==> src/rtl/al4s3b_cnt_pkg.sv <==
`default_nettype none
// ============================================================================
// Module   : al4s3b_cnt_pkg
// Purpose  : Shared register map, bit positions and types for the AL4S3B
//            Wishbone counter block.
// Revision : 1.0 - initial release
// ============================================================================
package al4s3b_cnt_pkg;

    // Word addresses of the register map
    localparam int unsigned REG_ID       = 0;
    localparam int unsigned REG_REV      = 1;
    localparam int unsigned REG_SET_RST  = 2;
    localparam int unsigned REG_EN       = 3;
    localparam int unsigned REG_ERR_STS  = 4;
    localparam int unsigned REG_CNT_VAL  = 5;
    localparam int unsigned REG_PRESCALE = 6;

    // EN register fields
    localparam int unsigned EN_BIT  = 0;
    localparam int unsigned DIR_BIT = 1;

    // SET_RST register fields
    localparam int unsigned SET_RST_CLR_BIT  = 0;
    localparam int unsigned SET_RST_LOAD_BIT = 1;

    // ERR_STS register fields
    localparam int unsigned ERR_OVF_BIT = 0;
    localparam int unsigned ERR_UNF_BIT = 1;

    // Read data returned for undecoded addresses
    localparam logic [31:0] DFLT_READ_VALUE = 32'hBAD_FAB_AC;

    typedef enum logic {
        UP   = 1'b0,
        DOWN = 1'b1
    } cnt_dir_t;

    typedef enum logic [0:0] {
        BUS_IDLE = 1'b0,
        BUS_ACK  = 1'b1
    } bus_state_t;

endpackage
`default_nettype wire

==> src/rtl/al4s3b_cnt_core.sv <==
`default_nettype none
// ============================================================================
// Module   : al4s3b_cnt_core
// Purpose  : 16-bit up/down counter with clear/load, wrap detection and an
//            optional 8-bit prescaler (enabled by AL4S3B_CNT_PRESCALE_EN).
// Revision : 1.0 - initial release
// ============================================================================
module al4s3b_cnt_core
    import al4s3b_cnt_pkg::*;
(
    input  logic        clk,
    input  logic        rst,
    input  logic        enable,
    input  cnt_dir_t    dir,
    input  logic        clr,
    input  logic        load,
    input  logic [15:0] load_val,
`ifdef AL4S3B_CNT_PRESCALE_EN
    input  logic [7:0]  prescale,
    input  logic        div_clr,
`endif
    output logic [15:0] count,
    output logic        ovf_pulse,
    output logic        unf_pulse
);

    logic tick;
    logic step;

`ifdef AL4S3B_CNT_PRESCALE_EN
    logic [7:0] div;

    assign tick = (div == prescale);

    // Divider: counts enabled clocks, restarts after each tick or SET_RST write
    always_ff @(posedge clk or posedge rst) begin
        if (rst)
            div <= 8'h00;
        else if (div_clr || !enable || tick)
            div <= 8'h00;
        else
            div <= div + 8'd1;
    end
`else
    assign tick = 1'b1;
`endif

    // Clear/load take the edge, so no step happens alongside them
    assign step      = enable & tick & ~clr & ~load;
    assign ovf_pulse = step & (dir == UP)   & (count == 16'hFFFF);
    assign unf_pulse = step & (dir == DOWN) & (count == 16'h0000);

    // Counter: clear beats load, load beats step; arithmetic wraps mod 2^16
    always_ff @(posedge clk or posedge rst) begin
        if (rst)
            count <= 16'h0000;
        else if (clr)
            count <= 16'h0000;
        else if (load)
            count <= load_val;
        else if (step)
            count <= (dir == DOWN) ? count - 16'd1 : count + 16'd1;
    end

endmodule
`default_nettype wire

==> src/rtl/al4s3b_cnt_regs.sv <==
`default_nettype none
// ============================================================================
// Module   : al4s3b_cnt_regs
// Purpose  : Wishbone slave register file driving the AL4S3B fabric counter.
//            Optional PRESCALE register enabled by AL4S3B_CNT_PRESCALE_EN.
// Revision : 1.0 - initial release
// ============================================================================
module al4s3b_cnt_regs
    import al4s3b_cnt_pkg::*;
#(
    parameter int          ADDRWIDTH          = 7,
    parameter logic [15:0] AL4S3B_DEVICE_ID   = 16'h0,
    parameter logic [31:0] AL4S3B_REV_LEVEL   = 32'h0,
    parameter logic [31:0] DEFAULT_READ_VALUE = DFLT_READ_VALUE
)(
    input  logic                 WB_CLK,
    input  logic                 WB_RST,
    input  logic [ADDRWIDTH-1:0] WBs_ADR,
    input  logic                 WBs_CYC,
    input  logic                 WBs_STB,
    input  logic                 WBs_WE,
    input  logic [3:0]           WBs_BYTE_STB,
    input  logic [31:0]          WBs_WR_DAT,
    output logic [31:0]          WBs_RD_DAT,
    output logic                 WBs_ACK,
    output logic [15:0]          count,
    output logic [31:0]          Device_ID
);

    localparam logic [ADDRWIDTH-1:0] A_ID      = ADDRWIDTH'(REG_ID);
    localparam logic [ADDRWIDTH-1:0] A_REV     = ADDRWIDTH'(REG_REV);
    localparam logic [ADDRWIDTH-1:0] A_SET_RST = ADDRWIDTH'(REG_SET_RST);
    localparam logic [ADDRWIDTH-1:0] A_EN      = ADDRWIDTH'(REG_EN);
    localparam logic [ADDRWIDTH-1:0] A_ERR_STS = ADDRWIDTH'(REG_ERR_STS);
    localparam logic [ADDRWIDTH-1:0] A_CNT_VAL = ADDRWIDTH'(REG_CNT_VAL);
`ifdef AL4S3B_CNT_PRESCALE_EN
    localparam logic [ADDRWIDTH-1:0] A_PRE     = ADDRWIDTH'(REG_PRESCALE);
`endif

    bus_state_t  state;
    logic        bus_req;
    logic        wr_commit;
    logic        set_rst_wr;
    logic        clr;
    logic        load;
    logic [1:0]  en_q;
    logic [1:0]  err_q;
    logic [1:0]  err_w1c;
    logic        ovf_pulse;
    logic        unf_pulse;
    logic [31:0] rd_mux;
    logic        unused_bits;
`ifdef AL4S3B_CNT_PRESCALE_EN
    logic [7:0]  prescale_q;
`endif

    assign Device_ID = {12'h0, AL4S3B_DEVICE_ID, 4'h0};

    // A request is accepted only from IDLE; the write commits on that edge
    assign bus_req    = WBs_CYC & WBs_STB & ~WBs_ACK & (state == BUS_IDLE);
    assign wr_commit  = bus_req & WBs_WE;
    assign set_rst_wr = wr_commit & (WBs_ADR == A_SET_RST);

    // Load needs the data byte holding the command bit and both upper bytes
    assign clr  = set_rst_wr & WBs_BYTE_STB[0] & WBs_WR_DAT[SET_RST_CLR_BIT];
    assign load = set_rst_wr & WBs_BYTE_STB[0] & (&WBs_BYTE_STB[3:2])
                & WBs_WR_DAT[SET_RST_LOAD_BIT];

    assign err_w1c = {2{wr_commit & (WBs_ADR == A_ERR_STS) & WBs_BYTE_STB[0]}}
                   & WBs_WR_DAT[1:0];

    assign unused_bits = ^{WBs_BYTE_STB[1], WBs_WR_DAT[15:2]};

    al4s3b_cnt_core u_core (
        .clk       (WB_CLK),
        .rst       (WB_RST),
        .enable    (en_q[EN_BIT]),
        .dir       (cnt_dir_t'(en_q[DIR_BIT])),
        .clr       (clr),
        .load      (load),
        .load_val  (WBs_WR_DAT[31:16]),
`ifdef AL4S3B_CNT_PRESCALE_EN
        .prescale  (prescale_q),
        .div_clr   (set_rst_wr),
`endif
        .count     (count),
        .ovf_pulse (ovf_pulse),
        .unf_pulse (unf_pulse)
    );

    // Read mux: counter value is the pre-step value at the sampling edge
    always_comb begin
        rd_mux = DEFAULT_READ_VALUE;
        case (WBs_ADR)
            A_ID:      rd_mux = {16'h0, AL4S3B_DEVICE_ID};
            A_REV:     rd_mux = AL4S3B_REV_LEVEL;
            A_SET_RST: rd_mux = 32'h0;
            A_EN:      rd_mux = {30'h0, en_q};
            A_ERR_STS: rd_mux = {30'h0, err_q};
            A_CNT_VAL: rd_mux = {16'h0, count};
`ifdef AL4S3B_CNT_PRESCALE_EN
            A_PRE:     rd_mux = {24'h0, prescale_q};
`endif
            default:   rd_mux = DEFAULT_READ_VALUE;
        endcase
    end

    // Bus handshake: one-cycle ACK with read data captured on the request edge
    always_ff @(posedge WB_CLK or posedge WB_RST) begin
        if (WB_RST) begin
            state      <= BUS_IDLE;
            WBs_ACK    <= 1'b0;
            WBs_RD_DAT <= 32'h0;
        end else begin
            case (state)
                BUS_IDLE: begin
                    if (bus_req) begin
                        state      <= BUS_ACK;
                        WBs_ACK    <= 1'b1;
                        WBs_RD_DAT <= rd_mux;
                    end
                end
                BUS_ACK: begin
                    state   <= BUS_IDLE;
                    WBs_ACK <= 1'b0;
                end
            endcase
        end
    end

    // Control/status registers; a new wrap event beats a coincident W1C
    always_ff @(posedge WB_CLK or posedge WB_RST) begin
        if (WB_RST) begin
            en_q  <= 2'b00;
            err_q <= 2'b00;
        end else begin
            if (wr_commit && (WBs_ADR == A_EN) && WBs_BYTE_STB[0])
                en_q <= WBs_WR_DAT[1:0];
            err_q[ERR_OVF_BIT] <= ovf_pulse | (err_q[ERR_OVF_BIT] & ~err_w1c[ERR_OVF_BIT]);
            err_q[ERR_UNF_BIT] <= unf_pulse | (err_q[ERR_UNF_BIT] & ~err_w1c[ERR_UNF_BIT]);
        end
    end

`ifdef AL4S3B_CNT_PRESCALE_EN
    // Prescale divisor register
    always_ff @(posedge WB_CLK or posedge WB_RST) begin
        if (WB_RST)
            prescale_q <= 8'h00;
        else if (wr_commit && (WBs_ADR == A_PRE) && WBs_BYTE_STB[0])
            prescale_q <= WBs_WR_DAT[7:0];
    end
`endif

endmodule
`default_nettype wire

==> config.mk <==
export PLATFORM = sky130hd
export DESIGN_NAME = al4s3b_cnt_regs
export DESIGN_NICKNAME = d
export VERILOG_FILES = /design/src/rtl/al4s3b_cnt_pkg.sv /design/src/rtl/al4s3b_cnt_core.sv /design/src/rtl/al4s3b_cnt_regs.sv
export SDC_FILE = /design/constraint.sdc
export NUM_CORES = 1
export LEC_CHECK = 0
export BUFFER_PORTS_ARGS = -buffer_cell sky130_fd_sc_hd__buf_2
export CAP_MARGIN = 10
export CELL_PAD_IN_SITES_DETAIL_PLACEMENT = 0
export CELL_PAD_IN_SITES_GLOBAL_PLACEMENT = 1
export CORE_MARGIN = 1
export CORE_UTILIZATION = 39
export CTS_BUF_LIST = sky130_fd_sc_hd__clkbuf_4 sky130_fd_sc_hd__clkbuf_8
export DETAILED_ROUTE_END_ITERATION = 6
export PLACE_DENSITY = 0.95
export SLEW_MARGIN = 20
export SYNTH_ARGS = -nofsm -noshare
export SYNTH_HDL_FRONTEND = slang
export SYNTH_HIERARCHICAL = 1
export SYNTH_SLANG_ARGS = --single-unit
==> constraint.sdc <==
create_clock -name WB_CLK -period 4.94 [get_ports WB_CLK]
set_input_delay 0.494 -clock WB_CLK [delete_from_list [all_inputs] [get_ports WB_CLK]]
set_output_delay 0.494 -clock WB_CLK [all_outputs]
set_load 0.05 [all_outputs]
**Word level (Yosys, flattened, before mapping)**

Cells that the tools add are included.

- $add $sub $neg: 2
- Equality and inequality tests: 7
- Multiplexer cells: 9
- Bitwise gates (word level): 29
- Reduce and logical (&&, ||, !) cells: 8

Operator list:

| cell | number |
|---|---|
| $pmux W32 S4 | 1 |
| $mux W16 | 4 |
| $and A1 B1 Y1 | 19 |
| $add A16 B1 Y16 const B | 1 |
| $eq A16 B16 Y1 const B | 1 |
| $logic_not A16 Y1 | 1 |
| $sub A16 B1 Y16 const B | 1 |
| $eq A7 B2 Y1 const B | 2 |
| $eq A7 B3 Y1 const B | 2 |
| $eq A7 B1 Y1 const B | 1 |
| $logic_not A7 Y1 | 1 |
| $not A1 Y1 | 7 |
| $pmux W1 S2 | 2 |
| $reduce_and A2 Y1 | 2 |
| $reduce_bool A3 Y1 | 1 |
| $reduce_or A3 Y1 | 1 |
| $and A2 B2 Y2 | 1 |
| $logic_and A1 B1 Y1 | 2 |
| $mux W1 | 2 |
| $ne A2 B2 Y1 const B | 1 |
| $or A1 B1 Y1 | 2 |

- Bits in registers: 54
- Bits of input ports: 48
- Output and inout port bits: 81
- Word-level logic and storage cells: 61

**Logic depth before layout (Yosys ltp)**

Gate-level depths: netlist of the first run.

- Depth in word-level cells: 13
- Depth in mapped cells: 10
- Gate-level depth less buffers: 8

**Cells and area by module**

Netlist of the first run, hierarchy kept.

Modules (own cells, without submodules):

| module | times used | cells each | area an instance (um^2) | sequential area each (um^2) |
|---|---|---|---|---|
| al4s3b_cnt_core | 1 | 203 | 1,662.8 | 400.4 |
| al4s3b_cnt_regs | 1 | 145 | 1,411.4 | 575.6 |

**Worst setup path before layout of the first run**

Ideal clock, no wire load.

- Kind: register -> register
- Start: register WBs_ACK
- End: register u_core.count[10]
- Setup time: 0.070 ns
- Data arrival time: 2.644 ns
- Data required time: 4.870 ns
- Slack: 2.225 ns
- Cell stages (with the launch flop): 10
- Buffers on the path: 3
- Clock period less this slack: 2.715 ns
- Cells stage by stage: dfrtp_1 nand4bb_1 clkbuf_1 nor4_2 and4_1 buf_2 or3_1 buf_2 or4_1 nand3_1

- Cells in the longest elaborated chain, start to end: 11
- Elaborated cells between the ends (all ways): 16
- Those cells by class: 2 x mux; 13 x bitwise; 1 x reduce/logical

Ends and longest elaborated chain:

| what | line | source |
|---|---|---|
| start: declaration | al4s3b_cnt_regs.sv:25 | `output logic WBs_ACK,` |
| start signal: assignment | al4s3b_cnt_regs.sv:112 | `WBs_ACK <= 1'b0;` |
| start signal: assignment | al4s3b_cnt_regs.sv:119 | `WBs_ACK <= 1'b1;` |
| start signal: assignment | al4s3b_cnt_regs.sv:125 | `WBs_ACK <= 1'b0;` |
| $not A1 Y1 * | al4s3b_cnt_regs.sv:60 | `assign bus_req = WBs_CYC & WBs_STB & ~WBs_ACK & (state == BUS_IDLE);` |
| $and A1 B1 Y1 * (2 in series) | al4s3b_cnt_regs.sv:60 |  |
| $and A1 B1 Y1 * | al4s3b_cnt_regs.sv:61 | `assign wr_commit = bus_req & WBs_WE;` |
| $and A1 B1 Y1 * | al4s3b_cnt_regs.sv:62 | `assign set_rst_wr = wr_commit & (WBs_ADR == A_SET_RST);` |
| $and A1 B1 Y1 * (2 in series) | al4s3b_cnt_regs.sv:66 | `assign load = set_rst_wr & WBs_BYTE_STB[0] & (&WBs_BYTE_STB[3:2])` |
| $and A1 B1 Y1 * | al4s3b_cnt_regs.sv:67 | `& WBs_WR_DAT[SET_RST_LOAD_BIT];` |
| via load | al4s3b_cnt_regs.sv:45 | `logic load;` |
| $not A1 Y1 | al4s3b_cnt_core.sv:49 | `assign step = enable & tick & ~clr & ~load;` |
| $and A1 B1 Y1 | al4s3b_cnt_core.sv:49 |  |
| $reduce_bool A3 Y1 (no line) | -- |  |
| end signal: assignment | al4s3b_cnt_core.sv:60 | `count <= load_val;` |
| end signal: assignment | al4s3b_cnt_core.sv:62 | `count <= (dir == DOWN) ? count - 16'd1 : count + 16'd1;` |
| end: declaration | al4s3b_cnt_core.sv:22 | `output logic [15:0] count,` |

The timed path passes the listed nets; every way through them passes the cells marked *.
A chain may end at the register's enable or synchronous reset.

**Final worst setup path of the first run**

- Start: input port WBs_ADR[3]
- End: register u_core.count[15]

- Cells in the longest elaborated chain, start to end: 8
- Elaborated cells between the ends (all ways): 13
- Those cells by class: 1 x eq/ne; 2 x mux; 9 x bitwise; 1 x reduce/logical

Ends and longest elaborated chain:

| what | line | source |
|---|---|---|
| start: declaration | al4s3b_cnt_regs.sv:18 | `input logic [ADDRWIDTH-1:0] WBs_ADR,` |
| $eq A7 B2 Y1 * | al4s3b_cnt_regs.sv:62 |  |
| $and A1 B1 Y1 * | al4s3b_cnt_regs.sv:62 |  |
| $and A1 B1 Y1 * (2 in series) | al4s3b_cnt_regs.sv:66 |  |
| $and A1 B1 Y1 * | al4s3b_cnt_regs.sv:67 |  |
| via load | al4s3b_cnt_regs.sv:45 |  |
| $not A1 Y1 | al4s3b_cnt_core.sv:49 |  |
| $and A1 B1 Y1 | al4s3b_cnt_core.sv:49 |  |
| $reduce_bool A3 Y1 (no line) | -- |  |

Marks and branches as above.

==> results.toml, run 1 <==
[synthesis]
synth_top_area_share_pct = 31.7
synth_flop_cell = "dfrtp_1"
ys_seq_area_share_pct = 31.7
yosysMostFrequentCell = "buf_4"
synth_common_cells = "48 x buf_4, 39 x dfrtp_1, 31 x nor2_1"
yosysWarnings = 6
synth_edf_count = 0
async_flop_share_pct = 100
syn_area_per_cell_um2 = 8.83
synth_area_leaders = "dfrtp_1 32%, buf_4 12%, ha_1 5.7%"
yosys.area.top_type = "dfrtp_1"
syn-cell-area_mm2 = 0.00307
synthCells = 348
ys_types = 65
synth_seq_cells = 39

[timing]
fmax_mhz = 331
hold_ws_ns = 0.318
worstMarginPinSlew_ns = 0.993
hold_violations = 0
finalSetupViolations = 0
rsz0062_at_grt = "false"
tns_ns = 0
finalCritPeriodShare_pct = 61.2
fin_crit_ns = 3.02
drv_slew = 0
relSlewSlack_pct = 33.3
fin_skew_ns = 0.0143

[global_routing]
antenna_found_initial = 0
grt_pass1_wl_um = 12700
grt_max_degree = 24
overflow = 0
grt_pass1_vias = 2646
grt.total_usage_pct = 19.0

[setup_path]
worst_setup_path_start_kind = "input pin"
regToRegEndpoint = "u_core/count[15]"
arrival_ns = 3.19
worstPathRequired_ns = 5.11
endpoint_kind = "flip-flop"
ff2ff_setup_slack_ns = 2.01
r2r.worst_path.cells = 9
r2r-start = "WBs_ACK"
crit_path_max_fanout = 20
critPathKind = "in -> reg"

[clock_network]
root_buffer = "clkbuf_8"
holdBufCountCts = 0
clk_path_buf_depth = 2
insertion_delay_ns = 0.30
path_clk_slew_ns = 0.08
cts_made_buffers = 5
cts_tree = "built"
postCtsSetupBuffers = 0
htree_levels = 2
cts_sinks = 39
cts-resized-gates = 0

[floorplanning]
ioPinCount = 129
die_w_um = 90.8
rows = 32
die_area_mm2 = 0.00824
core_area_mm2 = 0.00769
die_h_um = 90.8
start_util_pct = 40.0

[route]
routed_wire_length_per_instance_um = 15.3
final_antenna_net_count = 0
vias_per_cell = 5.56
first_pass_iters = 4
drc = 0
routed_wl_um = 7850
vias = 2845
drtIter0Drc = 213

[outcome]
status = "completed"

[placement]
io_buffers = 77
gp_congestion = 0.868
hpwl_um = 5720

[layout]
layout.nets = 472
diodes = 0
fillCellCount = 778
synthToLayoutAreaGrowth_pct = 11.0
drive_above_1_share_pct = 24.9

[power_and_ir_drop]
power_density_mw_per_mm2 = 353
power_leakage_nw = 1.59
ir_drop_mv = 0.118

[worst_hold_path]
hold_class = "in -> async"

[flow_run]
cap_violations = 0
==> how the worst max path moves through the flow <==
| stage | end | from | cells after the start | slack, ns |
|---|---|---|---|---|
| 2_1_floorplan | u_core/count[10] | WBs_ACK | 9 | 2.23 |
| 3_3_place_gp | u_core/count[9] | WBs_ADR[3] | 8 | 1.67 |
| 3_5_place_dp | u_core/count[9] | WBs_ADR[3] | 8 | 1.68 |
| 4_1_cts | u_core/count[9] | WBs_ADR[3] | 8 | 1.99 |
| 5_1_grt | u_core/count[15] | WBs_ADR[3] | 9 | 1.85 |
| 6_report | u_core/count[15] | WBs_ADR[3] | 9 | 1.92 |
==> layer usage <==
metal | GRT usage (%) | vias to the layer above | wire, um
li1 | - | 1354 | -
met1 | 24.5 | 1344 | 3550
met2 | 31.9 | 127 | 3660
met3 | 2.95 | 20 | 469
met4 | 7.14 | 0 | 165
met5 | 0 | - | 0
==> flip-flops by register name, indices dropped and copies added (netlist names) <==
register,count
WBs_RD_DAT,17
u_core/count,16
en_q,2
err_q,2
WBs_ACK,1
state,1
==> cell usage in the layout, fill, tap and decap left out, drive strengths merged, types with 5 or more instances in the layout <==
| cell | count |
|---|---|
| nand2 | 17 |
| dfrtp | 39 |
| ha | 14 |
| nor3 | 6 |
| a22o | 7 |
| nor4 | 6 |
| o21ai | 9 |
| conb | 36 |
| a31oi | 11 |
| clkbuf | 7 |
| a21oi | 24 |
| a21o | 5 |
| a22oi | 7 |
| and4 | 5 |
| inv | 10 |
| nor2 | 31 |
| a211oi | 5 |
| nand4 | 9 |
| buf | 79 |
==> kinds of logic after synthesis <==
family	synth area share, %
AOI/OAI and AO/OA	23.6
xor gates and xnor gates	1.42
adders and majority gates	6.35
buffers and inverters	14.6
DFF	31.7
muxes	1.79
other	0.122
and+or+nand+nor	20.4
==> power breakdown <==
part           total, mW  switching (mW)  internal [mW]  leakage (nW)
clock              0.224           0.114          0.110        0.0491
sequential         0.408          0.0562          0.352         0.434
combinational      0.571           0.434          0.137          1.11
==> per-stage QoR <==
step	std cells	cell area [um^2]	utilization (%)	total power, mW	setup WS (ns)
finish	512	3410	44.4	1.20	1.92
CTS	512	3410	44.4	1.20	1.99
detailed placement	504	3320	43.2	0.982	1.68
global placement	504	3320	43.2	0.973	1.67
global route	512	3410	44.4	1.26	1.85
floorplan	383	3210	-	0.924	2.23
==> area by class of cell <==
type	instances	area (um^2)	area share, %
Clock buffer	7	83.8	2.46
Clock inverter	1	5.00	0.147
Inverter	10	37.5	1.10
Multi-Input combinational cell	274	1780	52.2
Sequential cell	39	976	28.6
Tap cell	102	128	3.74
Timing Repair Buffer	79	400	11.7
==> worst max-delay path: stages <==
cell	delay, ns
buf_2	0.10
or4_4	0.56
nor4_2	0.27
and4_1	0.70
nor2_1	0.30
a22oi_1	0.29
o32ai_1	0.15
a21oi_1	0.20
nand3_1	0.10
Power figures use the tool's default switching activity.
==> inputs of run 2 (changes only) <==
- CORE_UTILIZATION: 39 -> 36
- PLACE_DENSITY: 0.95 -> 0.9
- clock period: 4.94 -> 3.1 ns (I/O delays scaled with it)
==> results.toml, run 2 (synthesized netlist as in run 1, its figures left out) <==
[outcome]
status = "completed"

[route]
drc = 0
routed_wire_length_per_instance_um = 15.2
vias_per_cell = 5.46
routed_wl_um = 7900
final_antenna_net_count = 0
vias = 2841
first_pass_iters = 4
drtIter0Drc = 170

[timing]
tns_ns = 0
fin_crit_ns = 2.48
fmax_mhz = 403
drv_slew = 0
fin_skew_ns = 0.0117
finalCritPeriodShare_pct = 80.0
rsz0062_at_grt = "false"
worstMarginPinSlew_ns = 1.03
relSlewSlack_pct = 31.1
hold_violations = 0
finalSetupViolations = 0

[floorplanning]
die_area_mm2 = 0.00891
die_w_um = 94.4
rows = 33
die_h_um = 94.4
ioPinCount = 129
core_area_mm2 = 0.00826
start_util_pct = 37.2

[power_and_ir_drop]
power_mw = 1.98
power_leakage_nw = 1.63
ir_drop_mv = 0.204
power_density_mw_per_mm2 = 570

[layout]
largestRegisters = "WBs_RD_DAT: 17 flops, u_core/count: 16 flops"
final_common_cell = "buf_2"
layout_common_cells = "77 x buf_2, 39 x dfrtp_1, 36 x conb_1"
drive_above_1_share_pct = 25.8
diodes = 0
regMostFlops = "WBs_RD_DAT"
layout.nets = 478
synthToLayoutAreaGrowth_pct = 13.1
largest_reg_flops = 17

[placement]
gp_congestion = 0.875
io_buffers = 77
hpwl_um = 6110

[setup_path]
worst_setup_path_start_kind = "flip-flop"
arrival_ns = 2.71
ff2ff_setup_slack_ns = 0.62
crit_path_max_fanout = 7
critPathKind = "reg -> reg"
worstPathRequired_ns = 3.33
endpoint_kind = "flip-flop"

[global_routing]
grt.met2_usage_pct = 31.4
busiest_layer = "met2"
met3_usage_pct = 2.42
grt_util_met1_pct = 23.9
overflow = 0
grt_pass1_wl_um = 12900
grt_max_degree = 24
grt_pass1_vias = 2609
grt.total_usage_pct = 18.5
antenna_found_initial = 0

[clock_network]
root_buffer = "clkbuf_8"
postCtsSetupBuffers = 0
cts_tree = "built"
clk_path_buf_depth = 2
insertion_delay_ns = 0.29
cts-resized-gates = 0
cts_sinks = 39
htree_levels = 2
path_clk_slew_ns = 0.08
holdBufCountCts = 0
cts_made_buffers = 5

[flow_run]
cap_violations = 0

[worst_hold_path]
hold_class = "in -> async"
==> run 2: cell type report <==
cell class              count  area (um^2)
well taps                 105          131
multi-input cells         274         1780
flip-flops and latches     39          976
inverters                  10         37.5
clock inverters             1         30.0
repair buffers             85          445
clock buffers               6         76.3
fillers                   849         4780
==> run 2: power by group <==
group	internal [mW]	switching (mW)	total (mW)
clock	0.245	0.178	0.422
sequential	0.560	0.0898	0.650
combinational	0.219	0.690	0.909
total	1.02	0.958	1.98
==> run 2: per-layer routing <==
layer | share of wire [%] | routed length [um]
met1 | 44 | 3460
met2 | 48 | 3810
met3 | 5.9 | 468
met4 | 2.2 | 171
met5 | 0 | 0
==> run 2: worst max-delay path, cell delays in order (launching register included) <==
cell and delay, ns:
dfrtp_1 0.36, nand4bb_1 0.21, nor4_2 0.08, and4_1 0.27, nor3_1 0.85, nand3_1 0.14, or4_1 0.44, nand3_1 0.07
==> run 2: path summary, 6_finish.rpt <==
check	from	to	cells after the start
max	WBs_ACK	u_core/count[15]	7
min	WB_RST	u_core/count[11]	2
max reg2reg	WBs_ACK	u_core/count[15]	7
min reg2reg	state	WBs_ACK	1
max in group asynchronous	WB_RST	err_q[0]	2
min in group WB_CLK	WBs_WR_DAT[17]	u_core/count[1]	3
==> run 2: stage by stage <==
stage,std cells,worst slack (ns),hold WS [ns],cell area [um^2],utilization (%)
final,520,0.620,0.135,3480,42.1
after floorplan,383,0.385,0.224,3210,-
after global placement,513,0.601,0.399,3370,40.8
after global routing,520,0.446,0.205,3480,42.1
after detailed placement,513,0.588,0.415,3370,40.8
after CTS,520,0.650,0.145,3480,42.1
